--- src/rtl/ble_tx_whitening_if.sv ---
// Bit-stream and control bundle between the CRC stage, the whitening stage and the modulator.
// master drives frame control and bits; slave is the whitening stage.
interface ble_tx_whitening_if #(
  parameter int LEN_W = 14
);
  logic             start;
  logic [5:0]       channel_index;
  logic [LEN_W-1:0] num_bits;
  logic             valid_in;
  logic             data_in;
  logic             valid_out;
  logic             data_out;
  logic             busy;
  logic             finished;
  logic             overrun;
  logic [LEN_W-1:0] bit_count;

  modport master (
    output start, channel_index, num_bits, valid_in, data_in,
    input  valid_out, data_out, busy, finished, overrun, bit_count
  );

  modport slave (
    input  start, channel_index, num_bits, valid_in, data_in,
    output valid_out, data_out, busy, finished, overrun, bit_count
  );
endinterface

--- src/rtl/ble_tx_whitening.sv ---
// BLE data whitening: serial bits XORed with a channel-seeded x^7+x^4+1 LFSR,
// one registered output stage, with frame-end pulse and sticky overrun flag.
module ble_tx_whitening #(
  parameter int LEN_W = 14
) (
  input  logic                  clk,
  input  logic                  reset,
  ble_tx_whitening_if.slave     bus
);

  typedef enum logic [1:0] {IDLE, WHITEN, DONE} state_t;

  state_t           state_reg, state_next;
  logic [6:0]       lfsr_reg, lfsr_next;
  logic [6:0]       lfsr_seed, lfsr_shift;
  logic [LEN_W-1:0] len_reg, len_next;
  logic [LEN_W-1:0] count_reg, count_next, count_inc;
  logic             overrun_reg, overrun_next;
  logic             valid_out_reg, valid_out_next;
  logic             data_out_reg, data_out_next;
  logic             finished_reg, finished_next;

  // lfsr bit i holds position p_i; channel MSB lands in p1, LSB in p6
  assign lfsr_seed[0]  = 1'b1;
  assign lfsr_shift[0] = lfsr_reg[6];

  genvar gi;
  generate
    for (gi = 1; gi < 7; gi++) begin : g_lfsr
      assign lfsr_seed[gi] = bus.channel_index[6-gi];
      if (gi == 4) begin : g_tap
        assign lfsr_shift[gi] = lfsr_reg[gi-1] ^ lfsr_reg[6];
      end else begin : g_plain
        assign lfsr_shift[gi] = lfsr_reg[gi-1];
      end
    end
  endgenerate

  assign count_inc = count_reg + 1'b1;

  always_comb begin
    state_next     = state_reg;
    lfsr_next      = lfsr_reg;
    len_next       = len_reg;
    count_next     = count_reg;
    overrun_next   = overrun_reg;
    valid_out_next = 1'b0;
    data_out_next  = 1'b0;
    finished_next  = 1'b0;
    case (state_reg)
      IDLE: begin
        // start wins over a coincident valid_in, so overrun stays clear
        if (bus.start) begin
          lfsr_next    = lfsr_seed;
          len_next     = bus.num_bits;
          count_next   = '0;
          overrun_next = 1'b0;
          state_next   = (bus.num_bits == '0) ? DONE : WHITEN;
        end else if (bus.valid_in) begin
          overrun_next = 1'b1;
        end
      end
      WHITEN: begin
        if (bus.valid_in) begin
          valid_out_next = 1'b1;
          data_out_next  = bus.data_in ^ lfsr_reg[6];
          lfsr_next      = lfsr_shift;
          count_next     = count_inc;
          if (count_inc == len_reg) begin
            state_next = DONE;
          end
        end
      end
      DONE: begin
        finished_next = 1'b1;
        state_next    = IDLE;
        if (bus.valid_in) begin
          overrun_next = 1'b1;
        end
      end
      default: state_next = IDLE;
    endcase
  end

  always_ff @(posedge clk or negedge reset) begin
    if (!reset) begin
      state_reg     <= IDLE;
      lfsr_reg      <= 7'b0000001;
      len_reg       <= '0;
      count_reg     <= '0;
      overrun_reg   <= 1'b0;
      valid_out_reg <= 1'b0;
      data_out_reg  <= 1'b0;
      finished_reg  <= 1'b0;
    end else begin
      state_reg     <= state_next;
      lfsr_reg      <= lfsr_next;
      len_reg       <= len_next;
      count_reg     <= count_next;
      overrun_reg   <= overrun_next;
      valid_out_reg <= valid_out_next;
      data_out_reg  <= data_out_next;
      finished_reg  <= finished_next;
    end
  end

  assign bus.valid_out = valid_out_reg;
  assign bus.data_out  = data_out_reg;
  assign bus.busy      = (state_reg == WHITEN);
  assign bus.finished  = finished_reg;
  assign bus.overrun   = overrun_reg;
  assign bus.bit_count = count_reg;

endmodule

--- src/flat_wrapper.sv ---
// flat-port wrapper written by rule: the top's interface ports become plain ports
module ble_tx_whitening_flat 
#(
  parameter int LEN_W = 14
)
  (clk, reset, bus_start, bus_channel_index, bus_num_bits, bus_valid_in, bus_data_in, bus_valid_out, bus_data_out, bus_busy, bus_finished, bus_overrun, bus_bit_count);
  ble_tx_whitening_if #(.LEN_W(LEN_W)) bus_i ();
  input  logic clk;
  input  logic reset;
  input wire logic [$bits(bus_i.start)-1:0] bus_start;
  input wire logic [$bits(bus_i.channel_index)-1:0] bus_channel_index;
  input wire logic [$bits(bus_i.num_bits)-1:0] bus_num_bits;
  input wire logic [$bits(bus_i.valid_in)-1:0] bus_valid_in;
  input wire logic [$bits(bus_i.data_in)-1:0] bus_data_in;
  output wire logic [$bits(bus_i.valid_out)-1:0] bus_valid_out;
  output wire logic [$bits(bus_i.data_out)-1:0] bus_data_out;
  output wire logic [$bits(bus_i.busy)-1:0] bus_busy;
  output wire logic [$bits(bus_i.finished)-1:0] bus_finished;
  output wire logic [$bits(bus_i.overrun)-1:0] bus_overrun;
  output wire logic [$bits(bus_i.bit_count)-1:0] bus_bit_count;
  assign bus_i.start = bus_start;
  assign bus_i.channel_index = bus_channel_index;
  assign bus_i.num_bits = bus_num_bits;
  assign bus_i.valid_in = bus_valid_in;
  assign bus_i.data_in = bus_data_in;
  assign bus_valid_out = bus_i.valid_out;
  assign bus_data_out = bus_i.data_out;
  assign bus_busy = bus_i.busy;
  assign bus_finished = bus_i.finished;
  assign bus_overrun = bus_i.overrun;
  assign bus_bit_count = bus_i.bit_count;
  ble_tx_whitening #(.LEN_W(LEN_W)) u_core (.clk(clk), .reset(reset), .bus(bus_i));
endmodule
--- config.mk ---
export PLATFORM = sky130hd
export DESIGN_NAME = ble_tx_whitening_flat
export DESIGN_NICKNAME = d
export VERILOG_FILES = /design/src/rtl/ble_tx_whitening_if.sv /design/src/rtl/ble_tx_whitening.sv /design/src/flat_wrapper.sv
export SDC_FILE = /design/constraint.sdc
export NUM_CORES = 1
export LEC_CHECK = 0
export BUFFER_PORTS_ARGS = -buffer_cell sky130_fd_sc_hd__buf_4
export CAP_MARGIN = 40
export CORE_ASPECT_RATIO = 1.4
export CORE_MARGIN = 2
export CORE_UTILIZATION = 40
export CTS_CLUSTER_DIAMETER = 40
export DETAILED_ROUTE_END_ITERATION = 12
export GPL_TIMING_DRIVEN = 0
export PLACE_DENSITY = 0.6
export SYNTH_ARGS = -nofsm -noshare
export SYNTH_HDL_FRONTEND = slang
export SYNTH_SLANG_ARGS = --single-unit
--- constraint.sdc ---
create_clock -name clk -period 2.6 [get_ports clk]
set_input_delay 0.13 -clock clk [delete_from_list [all_inputs] [get_ports clk]]
set_output_delay 0.13 -clock clk [all_outputs]
set_load 0.05 [all_outputs]
* After elaboration in Yosys (flattened, before gate mapping) *
Index checks and enable logic that the tools add are counted.
Widths: inputs -> output; s select.

cells by class
  $add $sub $neg = 1
  equality and inequality tests = 6
  multiplexer cells = 19
  bitwise logic cells = 2
  reduce and logical (&&, ||, !) cells = 7

operator list
  operator               count
  $mux 14                2
  $pmux 14 s2            1
  $add 14x1->14 const B  1
  $eq 14x14->1           1
  $logic_not 14->1       1
  $mux 7                 2
  $pmux 7 s2             1
  $mux 2                 4
  $mux 1                 7
  $reduce_and 3->1       2
  $ne 2x2->1 const B     2
  $pmux 2 s2             1
  $reduce_bool 2->1      2
  $eq 2x1->1 const B     1
  $eq 2x2->1 const B     1
  $logic_not 2->1        1
  $ne 2x1->1 const B     1
  $pmux 1 s2             1
  $reduce_and 2->1       1
  $xor 1x1->1            2

word-level totals
  bits in registers = 41
  output and inout bits = 19
  logic and storage cells = 43

* Logic depth before layout (Yosys ltp) *
Gate-level depths: netlist of the first run.

  depth after elaboration = 5
  gate-level depth with buffers = 8

* Least setup slack after synthesis of the first run *
Ideal clock, no wire load.

  path type = register -> register
  from = reg u_core.count_reg[0] (netlist: u_core.bus.bit_count[0])
  to = reg u_core.state_reg[0]
  arrival time = 2207 ps
  slack = 272 ps
  cell stages (with the launch flop) = 8
  path buffers = 0
  clock period less this slack = 2328 ps
  cell sequence = dfrtp_1 -> ha_1 -> nand3_2 -> nor3_2 -> xnor2_1 -> nor4_1 -> o2111ai_1 -> a22o_1

between the ends
  word-level cells in the longest chain between the ends = 4

ends and longest elaborated chain
  item                        RTL line                source
  start, declared             ble_tx_whitening.sv:17  logic [LEN_W-1:0] count_reg, count_next, count_inc;
  start signal, assigned      ble_tx_whitening.sv:99  count_reg <= count_next;
  $add 14x1->14               ble_tx_whitening.sv:39  assign count_inc = count_reg + 1'b1;
  $eq 14x14->1                ble_tx_whitening.sv:69  if (count_inc == len_reg) begin
  $ne 2x1->1 (no line)        -
  $reduce_and 3->1 (no line)  -
  end signal, assigned        ble_tx_whitening.sv:96  state_reg <= state_next;
  end, declared               ble_tx_whitening.sv:13  state_t state_reg, state_next;

Every way passes these cells.
A chain may end at the register's enable or synchronous reset.

* Worst setup path in the final report of the first run *
Same ends and word-level chain as after synthesis.

==> impl.org, run 1 <==
** Place
- Count of port buffers added during placement :: 43
- The congestion estimate from routability-driven global placement came to 0.852.
- Half-perimeter wire length after placement :: 3830 um

** Power
- The clock network accounts for 17.7% of the total power.
- Registers are responsible for 43.6% of the overall power.
- Switching share of power :: 38.3%
- Part of the power in combinational logic :: 38.7%
- Static power due to leakage :: 1.19 nW
- IR analysis of the VDD net gives a maximum drop of 0.470 mV.
- The internal portion of the total power is 1.47 mW.
- Switching Power :: 0.911 mW
- Pwr per Cell Area :: 879 nW/um2

** GRT
- The via count of the first global-routing pass is 1771.
- Maximum number of pins on one net before global-route repair :: 42
- Initial antenna violation count :: 0
- Global routing finished with a remaining overflow of 0.
- The first global-routing pass estimated 8780 um of wire.
- Busiest metal layer after global routing :: met2
- Global routing consumed, over all layers together, 19.2% of the routing resources.
- Met2 usage in global routing :: 31.4%
- Met1 GRT Util :: 24.3%
- Fraction of met3 tracks used by global routing :: 3.19%

** Worst setup path
- Capturing point of the worst reg2reg path :: u_core.state_reg[0]
- Maximum net fanout on the critical path :: 7
- At the worst endpoint, the required time is 2790 ps.
- Arrival time of the worst setup path :: 2600 ps
- Startpoint of the most critical setup path :: u_core.bus.bit_count[0]
- Crit Path Category :: flip-flop to flip-flop
- For this run, the slowest stage of the critical path takes 510 ps.
- The worst setup path is launched from a flip-flop.
- The largest individual stage delay along the critical path comes from the cell dfrtp_1.
- STA classifies the critical path endpoint as a flip-flop.
- FF-to-FF path depth :: 7
- Ordered list of cells on the worst path :: ha_1, nand3_2, nor3_2, xnor2_1, nor4_1, o2111ai_1, a22o_1
- In this run the critical register-to-register path is launched from u_core.bus.bit_count[0].
- R2r setup slk :: 190 ps

** Drt
- Mean number of vias per cell :: 5.29
- Final wirelength :: 5140 um
- After the first detailed-routing iteration, the DRC count stood at 93.
- In this run the remaining antenna-violating nets after routing total 0.
- The pre-antenna-repair detailed-routing pass consisted of 4 iterations.
- After detailed routing, the number of remaining DRC violations is 0.
- Routed wirelength normalized by instance count :: 15.5 um
- DR vias :: 1755

** Clock tree
- Latest clock arrival within the worst-skew pair :: 300 ps
- TritonCTS built the clock tree.
- Post CTS Setup Buffer Count :: 0
- Counting the buffers created by CTS gives 5.
- Counting every sink on the clock net gives 41.
- Counting along the longest clock path gives a buffer depth of 2.
- Clk Tree Root Cell :: clkbuf_8
- After clock tree synthesis, the clock-pin slew on the worst setup and hold paths is 90 ps.
- The clock tree synthesis step divided the H-tree into 2 levels.

** Floorplan
- The core region is 5410 um2.
- Effective utilization at floorplan :: 40.7%
- The die is 66.7 um wide.
- Pin placement for this block handled 44 I/O pins.
- The die covers 6120 um2.
- Rows :: 32
- From bottom edge to top edge, the die measures 91.8 um.

** Synthesis
- Async SR Flop Fraction :: 100%
- Counting flops and latches in the post-synthesis netlist gives 41.
- The number of nets handed over by synthesis was 238.
- Summing the sequential cell areas from Yosys gives 46.7% of the chip area.
- Among all flip-flop cells after synthesis, the most frequent one is dfrtp_1.
- Yosys printed 0 warnings.
- Yosys mapped a number of flops with a built-in enable equal to 0.
- Cell count after synthesis :: 212
- A synthesized cell averages 10.4 um2.
- Synthesized area :: 2200 um2
- The number of different library cells used by synthesis comes to 45.

** STA
- At the pin with the least slew margin, the transition time is 754 ps.
- For the final routed database, the setup TNS stands at 0 ps.
- After layout, the worst path uses 92.7% of the clock period.
- Based on the critical path, the design can be clocked at up to 415 MHz.
- In this run the tightest slew margin relative to its limit is 49.5%.
- The final count of hold timing violations was 0.
- The final count of pins violating max slew was 0.
- Clk_skew :: 11.5 ps
- Setup repair after global routing left no endpoint under its margin.
- The worst path in the final design needs a cycle of 2410 ps, including I/O delays and setup.
- Count of final setup violators :: 0

** Worst hold path
- Classification of the worst-slack hold path :: input port to flip-flop
- The worst hold path was traced through 2 stages.
- The startpoint identified for the worst hold timing path is bus_num_bits[7].
- The worst hold path terminates at u_core.len_reg[7].

** Run status
- Outcome :: complete, no violations

** Layout
- The number of antenna diodes in the final layout is 0.
- The area growth from synthesis to layout is 23.0%.
- Fraction of layout instances using a drive strength above 1 :: 31.4%
- In the final design database the tool counted 289 nets.
- Util after Layout :: 50.1%

** Job
- Max_cap viols :: 0
-- cells in the final DEF, fill, tap and decap left out, drive strengths merged, types with 3 or more instances in the layout --
cell / n
mux2i: 5
xor2: 5
clkbuf: 10
mux2: 15
dfrtp: 40
clkinv: 3
buf: 45
nor4: 6
nor2: 18
and3: 3
o31ai: 3
a21oi: 3
o21ai: 28
nand2: 23
inv: 3
xnor2: 18
nand4: 4
nand3: 5
-- through the flow --
step                      setup slack, ps  hold slack (ps)  instances  instance area (um2)  total power, mW
after floorplan                       272             -166        212                 2200             1.71
after global placement                170              153        323                 2610             1.96
after detailed placement              160              152        323                 2610             1.98
after CTS                             137             65.1        332                 2710             2.41
after global routing                 7.94             62.1        332                 2710             2.55
final                                 190             67.1        332                 2710             2.38
-- cells in the mapped netlist, types with 4 or more instances --
cell type	instances	area [um2]
mux2i_1	5	50.1
dfrtp_1	40	1000
xor2_1	5	43.8
xnor2_1	18	158
nand2_1	23	86.3
nor2_1	18	67.6
o21ai_0	28	140
clkbuf_1	4	15.0
mux2_2	15	169
nor4_1	5	31.3
-- critical path: cells and delay by family (launching register included) --
kind / cells / cell delay [ps]
DFF: 1 / 510
and+or+nand+nor: 3 / 880
adders and majority gates: 1 / 340
xor gates and xnor gates: 1 / 110
AOI/OAI and AO/OA: 2 / 460
-- routing by layer --
layer | vias to the layer above | wire length (um)
met5 | - | 0
met4 | 0 | 147
met3 | 11 | 190
met2 | 43 | 2630
met1 | 840 | 2170
li1 | 861 | -
-- worst max path at each step --
| stage | to | slack [ps] | cells past startpoint |
|---|---|---|---|
| floorplan | u_core.state_reg[0] | 270 | 7 |
| global placement | u_core.bus.bit_count[9] | 170 | 8 |
| detailed placement | u_core.bus.bit_count[13] | 160 | 8 |
| CTS | u_core.bus.bit_count[13] | 140 | 8 |
| global route | u_core.state_reg[0] | 8 | 7 |
| finish | u_core.state_reg[0] | 190 | 7 |
-- power by group through the flow --
stage,combinational (mW),clock (mW),sequential [mW]
after global placement,0.908,0,1.05
after CTS,0.930,0.435,1.04
after global routing,1.02,0.462,1.07
after detailed placement,0.922,0,1.06
final,0.920,0.421,1.04
after floorplan,0.567,0,1.15
-- repair_timing --
item	in CTS	in global routing
resized for setup	0	1
endpoints found under the setup margin	0	4
hold buffers	1	0
endpoints found under the hold margin	40	0
-- kinds of logic (layout without fill, tap and decap cells) --
family	count (synthesis)	count (layout)	share of synthesized area (%)
AND/OR/NAND/NOR	70	70	18.6
adder cells (fa/ha/maj)	1	1	0.568
XOR/XNOR	23	23	9.15
multiplexers	20	20	9.95
buffers and inverters	11	63	2.44
flip-flops	41	41	46.7
AO/OA/AOI/OAI	46	46	12.6
-- layout make-up --
type                            instances  area [um2]
Buffer                                  7        38.8
Clock buffer                            5        68.8
Clock inverter                          3        17.5
Fill cell                             545        2700
Inverter                                4        15.0
Multi-Input combinational cell        160        1120
Sequential cell                        41        1030
Tap cell                               68        85.1
Timing Repair Buffer                   44         333
Note: power is estimated with default switching activity, not from simulation.
==> inputs of run 2 (changes only) <==
--- a/config.mk
+++ b/config.mk
@@ -7,13 +7,15 @@
 export LEC_CHECK = 0
 export BUFFER_PORTS_ARGS = -buffer_cell sky130_fd_sc_hd__buf_4
 export CAP_MARGIN = 40
+export CELL_PAD_IN_SITES_DETAIL_PLACEMENT = 2
+export CELL_PAD_IN_SITES_GLOBAL_PLACEMENT = 2
 export CORE_ASPECT_RATIO = 1.4
 export CORE_MARGIN = 2
-export CORE_UTILIZATION = 40
+export CORE_UTILIZATION = 34
 export CTS_CLUSTER_DIAMETER = 40
 export DETAILED_ROUTE_END_ITERATION = 12
 export GPL_TIMING_DRIVEN = 0
-export PLACE_DENSITY = 0.6
+export PLACE_DENSITY = 0.77
 export SYNTH_ARGS = -nofsm -noshare
 export SYNTH_HDL_FRONTEND = slang
 export SYNTH_SLANG_ARGS = --single-unit
==> impl.org, run 2 (synthesized netlist as in run 1, its figures left out) <==
** Run status
- Outcome :: complete, no violations

** STA
- Clk_skew :: 5.87 ps (-5.63 ps)
- The final count of hold timing violations was 0 (unchanged).
- Fin crit period :: 2360 ps (-45.3 ps)
- The final critical-path share of the clock period came to 90.9% (-1.7 points).
- Actual transition at the worst max-transition pin :: 786 ps (+32.1 ps)
- Setup TNS :: 0 ps (unchanged)
- Max transition margin :: 47.3% (-2.2 points)
- Number of max-slew violations in the final report :: 0 (unchanged)
- Setup repair after global routing left no endpoint under its margin.
- The fmax was 423 MHz (+1.9%).
- The number of failing setup endpoints in the final timing report came to 0 (unchanged).
- Hold WS :: 71.8 ps (+4.76 ps)

** Drt
- The number of nets with antenna violations after detailed routing was 0 (unchanged).
- The number of vias in the routed layout was 1852 (+5.5%).
- The final routed wire length divided by cell count was 19.6 um (+27%).
- The violation count after the first detailed-route iteration was 49 (-47%).
- Final wirelength :: 6600 um (+29%)
- Mean number of vias per cell :: 5.51 (+4.3%)
- Residual DRC :: 0 (unchanged)
- Drt first pass iters :: 4 (unchanged)

** Worst setup path
- The worst setup path is launched from a flip-flop.
- STA classifies the critical path endpoint as a flip-flop.
- Required time at the worst-slack endpoint :: 2790 ps (about the same)
- The setup slack of the most critical reg-to-reg path came to 240 ps (+50 ps).
- The maximum fanout count along the critical path is 5 (-2).
- Arrival time of the worst setup path :: 2550 ps (-50 ps)
- Crit Path Category :: flip-flop to flip-flop

** Place
- Cell area after placement :: 2610 um2 (+0.19%)
- Half-perimeter wire length after placement :: 4750 um (+24%)
- Count of port buffers added during placement :: 43 (unchanged)
- The final weighted congestion in routability-driven placement is 0.802 (-5.8%).

** Worst hold path
- The path class of the tightest hold or removal check is input port to flip-flop.

** GRT
- Maximum number of pins on one net before global-route repair :: 42 (unchanged)
- The number of antenna violations at the first check in global routing came to 0 (unchanged).
- The global-route wire length before repair came to 10700 um (+22%).
- Overflow left after global routing :: 0 (unchanged)
- GRT Total Usage :: 20.0% (+0.84 points)
- Vias in the first global route :: 2022 (+14%)

** Floorplan
- The floorplan die height is 99.2 um (+8.1%).
- Overall die area :: 7140 um2 (+17%)
- Placeable Area :: 6250 um2 (+16%)
- The boundary pin count is 44 (unchanged).
- The die width is 72.0 um (+8.0%).
- Rows :: 34 (+6.3%)
- Effective utilization at floorplan :: 35.2% (-5.5 points)

** Layout
- Most common cell after layout, fill and taps aside :: buf_4
- Commonest cells after routing, fill and taps aside :: buf_4 (44), dfrtp_1 (39), o21ai_0 (28)
- The share of the core filled with cells was 44.0% (-6.1 points).
- Layout overhead on the synthesized area :: 25.1%
- Fraction of layout instances using a drive strength above 1 :: 32.6% (+1.1 points)
- Fillcell total :: 680 (+25%)
- Count of inserted antenna diode cells :: 0 (unchanged)
- Final layout net count :: 289 (unchanged)
- Post-route design area :: 2750 um2 (+1.7%)

** Clock tree
- Latest clock arrival within the worst-skew pair :: 290 ps (about the same)
- Clock Tree Buf Depth :: 2 (unchanged)
- TritonCTS built the clock tree.
- Clk Tree Root Cell :: clkbuf_8
- CTS H-tree depth :: 2 (unchanged)
- The clock transition at the registers of the reported paths was 80 ps (about the same).
- TritonCTS Sinks :: 41 (unchanged)
- Post CTS Setup Buffer Count :: 0 (unchanged)
- The CTS buffer count is 5 (unchanged).

** Power
- The maximum resistive drop on vdd was 0.419 mV (-11%).
- Static power due to leakage :: 1.21 nW (+1.3%)
- The power per standard cell area is 940 nW/um2 (+6.9%).

** Job
- Max_cap viols :: 0 (unchanged)
run 2: what timing repair did:
item | CTS | global route
pin swaps | 0 | 0
hold buffers | 1 | 0
hold endpoints to repair | 40 | 0
setup endpoints to repair | 10 | 8
gates resized for setup | 2 | 4
run 2: per-layer routing:
metal / track usage [%] / wire, um / up-vias
li1: - / - / 853
met1: 23.5 / 2570 / 949
met2: 35.3 / 3620 / 40
met3: 3.14 / 212 / 10
met4: 9.29 / 197 / 0
met5: 0 / 0 / -
run 2: final timing paths:
path	from	end	cells after the start
min in group asynchronous	reset	u_core.bus.bit_count[1]	2
worst max register to register	u_core.bus.bit_count[1]	u_core.state_reg[0]	7
worst min register to register	u_core.lfsr_reg[5]	u_core.lfsr_reg[5]	2
worst min-delay path	bus_num_bits[3]	u_core.len_reg[3]	2
max in group asynchronous	reset	u_core.bus.bit_count[6]	2
worst max-delay path	u_core.bus.bit_count[1]	u_core.state_reg[0]	7
run 2: per-stage QoR:
step / total power [mW] / setup slack, ps / instances
2_1_floorplan: 1.71 / 272 / 212
3_3_place_gp: 1.98 / -30.5 / 327
3_5_place_dp: 2.02 / -25.0 / 327
4_1_cts: 2.62 / 36.2 / 336
5_1_grt: 2.75 / 6.44 / 336
6_report: 2.59 / 236 / 336
run 2: report_power, final:
group	leakage, nW	internal (mW)	switching, mW
Combinational	0.635	0.446	0.537
Clock	0.0585	0.314	0.235
Sequential	0.514	0.847	0.210
Total	1.21	1.61	0.982
run 2: critical path: stages (launching register included):
cell       delay (ps)
dfrtp_1           450
ha_2              300
nand3_1           240
nor3_2            280
xnor2_1           110
nor4_1            390
o2111ai_1         250
a22o_1            230
run 2: area by class of cell:
type	count	area, um2	area share [%]
repair buffers	44	333	12.1
flip-flops and latches	41	1030	37.3
clock buffers	7	86.3	3.13
inverters	4	15.0	0.545
multi-input cells	160	1130	41.1
clock inverters	1	30.0	1.09
plain buffers	7	40.0	1.45
well taps	72	90.1	3.27
==> inputs of run 3 (changes only) <==
--- a/config.mk
+++ b/config.mk
@@ -11,11 +11,11 @@
 export CELL_PAD_IN_SITES_GLOBAL_PLACEMENT = 2
 export CORE_ASPECT_RATIO = 1.4
 export CORE_MARGIN = 2
-export CORE_UTILIZATION = 34
+export CORE_UTILIZATION = 31
 export CTS_CLUSTER_DIAMETER = 40
 export DETAILED_ROUTE_END_ITERATION = 12
 export GPL_TIMING_DRIVEN = 0
-export PLACE_DENSITY = 0.77
+export PLACE_DENSITY = 0.74
 export SYNTH_ARGS = -nofsm -noshare
 export SYNTH_HDL_FRONTEND = slang
 export SYNTH_SLANG_ARGS = --single-unit
==> constraint.sdc (replaced) <==
create_clock -name clk -period 2.14 [get_ports clk]
set_input_delay 0.107 -clock clk [delete_from_list [all_inputs] [get_ports clk]]
set_output_delay 0.107 -clock clk [all_outputs]
set_load 0.05 [all_outputs]
==> impl.org, run 3 (synthesized netlist as in run 1, its figures left out) <==
** Run status
- The run finished with clean final reports.

** GRT
- The global-route wire length before repair was 10700 um (-0.58%).
- The overall overflow remaining after global route was 0 (unchanged).
- Vias in the first global route :: 2051 (+1.4%)
- The maximum number of pins on one net before global-route repair was 42 (unchanged).
- The number of antenna violations at the first check in global routing was 0 (unchanged).
- The total global-route track usage is 18.2% (-1.8 points).

** Layout
- The net total in the final layout is 303 (+4.8%).
- Layout overhead on the synthesized area :: 35.4%
- Most common cell after layout, fill and taps aside :: buf_4
- The area of all placed cells without fillers was 2980 um2 (+8.2%).
- The multi-input combinational cell area came to 1210 um2 (+6.6%).
- The antenna diode instance count came to 0 (unchanged).
- The share of the core filled with cells is 43.0% (-1.1 points).
- Final standard cell count with taps included and fillers excluded :: 373 (+11%)
- Leaving out fill and tap cells, the most frequent cells in the layout are buf_4 (58), dfrtp_1 (30), o21ai_0 (28).
- The number of filler instances in the final layout is 784 (+15%).
- The sequential cell area in the final layout is 1040 um2 (+1.1%).
- The share of final-layout standard cells stronger than drive strength 1 is 41.4% (+8.8 points).

** Floorplan
- Number of ports placed on the die boundary :: 44 (unchanged)
- Effective utilization at floorplan :: 31.7% (-3.5 points)
- Chip width :: 75.2 um (+4.5%)
- The site row count was 36 (+5.9%).
- The core footprint is 6940 um2 (+11%).
- The floorplan die height was 104 um (+4.5%).
- The die footprint came to 7800 um2 (+9.2%).

** Worst setup path
- Maximum net fanout on the critical path :: 5 (unchanged)
- STA classifies the critical path startpoint as a flip-flop.
- Element type at the critical path end :: flip-flop
- Required time at the worst-slack endpoint :: 2340 ps (-450 ps)
- Startpoint of the most critical setup path :: u_core.bus.bit_count[4]
- Critical path's slowest cell :: dfrtp_2
- Crit Path Category :: flip-flop to flip-flop
- Arrival time of the worst setup path :: 2280 ps (-270 ps)
- Launching point of the worst reg2reg path :: u_core.bus.bit_count[4]
- Delay of the slowest cell on the worst path :: 450 ps (about the same)
- Ordered list of cells on the worst path :: nand4_4, or2_1, or3_4, nor4b_4, o2111ai_2, a22o_1

** Drt
- The final routed wire length divided by cell count is 19.0 um (-3.1%).
- The number of iterations in the first detailed-routing pass was 4 (unchanged).
- Antenna Violating Nets Remaining :: 0 (unchanged)
- DR vias :: 1931 (+4.3%)
- Final wirelength :: 7100 um (+7.6%)
- The detailed-route vias per instance was 5.18 (-6.1%).
- DRC violation total after the first TritonRoute iteration :: 57 (+16%)
- Residual DRC :: 0 (unchanged)

** Clock tree
- Worst-path clk slew :: 90 ps (about the same)
- Clk Tree Root Cell :: clkbuf_8
- The latest clock arrival within the worst-skew pair came to 310 ps (+20 ps).
- CTS Buf Count :: 5 (unchanged)
- The buffer depth of the longest clock path was 2 (unchanged).
- The number of clock sinks is 41 (unchanged).
- TritonCTS clock tree :: built
- The number of H-tree levels came to 2 (unchanged).

** Job
- Max_cap viols :: 0 (unchanged)

** STA
- Max transition margin :: 60.2% (+13 points)
- Actual transition at the worst max-transition pin :: 596 ps (-190 ps)
- The clock skew was 5.76 ps (-0.108 ps).
- Fin crit share :: 97.1% (+6.2 points)
- The fmax came to 481 MHz (+14%).
- Count of final setup violators :: 0 (unchanged)
- The post-layout minimum cycle time was 2080 ps (-286 ps).
- Final hold violations :: 0 (unchanged)
- The final count of pins violating max slew was 0 (unchanged).

** Place
- The total placed cells including tap cells came to 350 (+7.0%).
- Weighted congestion reported at the end of routability-driven placement :: 0.763 (-4.9%)
- The half-perimeter wire length of the detailed placement result is 4890 um (+2.9%).
- The number of I/O port buffers was 43 (unchanged).
- The area of placed instances came to 2650 um2 (+1.5%).

** Worst hold path
- Classification of the worst-slack hold path :: input port to flip-flop
- Startpoint of the tightest hold check path :: bus_num_bits[3]

** Power
- The maximum resistive drop on vdd is 0.591 mV (+41%).
- The static leakage came to 1.32 nW (+9.2%).
- The power per standard cell area was 1100 nW/um2 (+17%).
run 3: changes by cell type in the layout (fill, tap and decap cells not counted), sizes merged:
cell / delta
buf: +14
clkbuf: -1
clkinvlp: +1
run 3: metrics by stage:
step,worst slack [ps],TNS [ps],power [mW],hold slack (ps)
2_1_floorplan,13.9,0,2.09,-189
3_3_place_gp,-449,-5480,2.41,139
4_1_cts,0.559,0,3.23,29.1
3_5_place_dp,-456,-5690,2.46,145
6_report,61.6,0,3.27,37.8
5_1_grt,-43.1,-43.1,3.47,36.4
run 3: layout make-up:
class	count	area share, %
inverter	4	0.546
clock inverter	2	1.26
multi-input combinational	160	40.5
tap	95	3.99
timing repair buffer	58	14.7
sequential	41	34.9
buffer	7	1.39
clock buffer	6	2.77
run 3: worst paths after layout:
check	end	slack [ps]	depth (start not counted)
worst min-delay path	u_core.len_reg[3]	40	2
max in group asynchronous	u_core.bus.bit_count[3]	1400	2
worst min register to register	u_core.lfsr_reg[4]	500	2
worst max register to register	u_core.state_reg[0]	60	6
min in group asynchronous	u_core.len_reg[5]	330	2
worst max-delay path	u_core.state_reg[0]	60	6
run 3: report_power, final:
part / internal, mW / switching [mW] / total [mW]
clock network: 0.380 / 0.304 / 0.683
registers: 1.03 / 0.257 / 1.29
logic: 0.607 / 0.692 / 1.30
run 3: routing by layer:
metal  GRT usage [%]  routed length [um]  up-vias
met3            4.18                 257       12
met4            7.02                 145        0
met1            21.7                2750      984
li1                -                   -      891
met2            31.0                3950       44
met5               0                   0        -
run 3: critical path, delay by kind of cell (launching register included):
family           cells  cell delay (ps)
AO/OA/AOI/OAI        2              400
AND/OR/NAND/NOR      4             1140
flip-flops           1              450
run 3: repair_timing:
action                                  4_1_cts  5_1_grt
pin swaps                                     3        5
endpoints found under the setup margin       16        7
endpoints found under the hold margin        40        0
hold buffers                                  1        0
gates cloned                                  0        0
gates resized for setup                      12        6
setup buffers                                 2       12
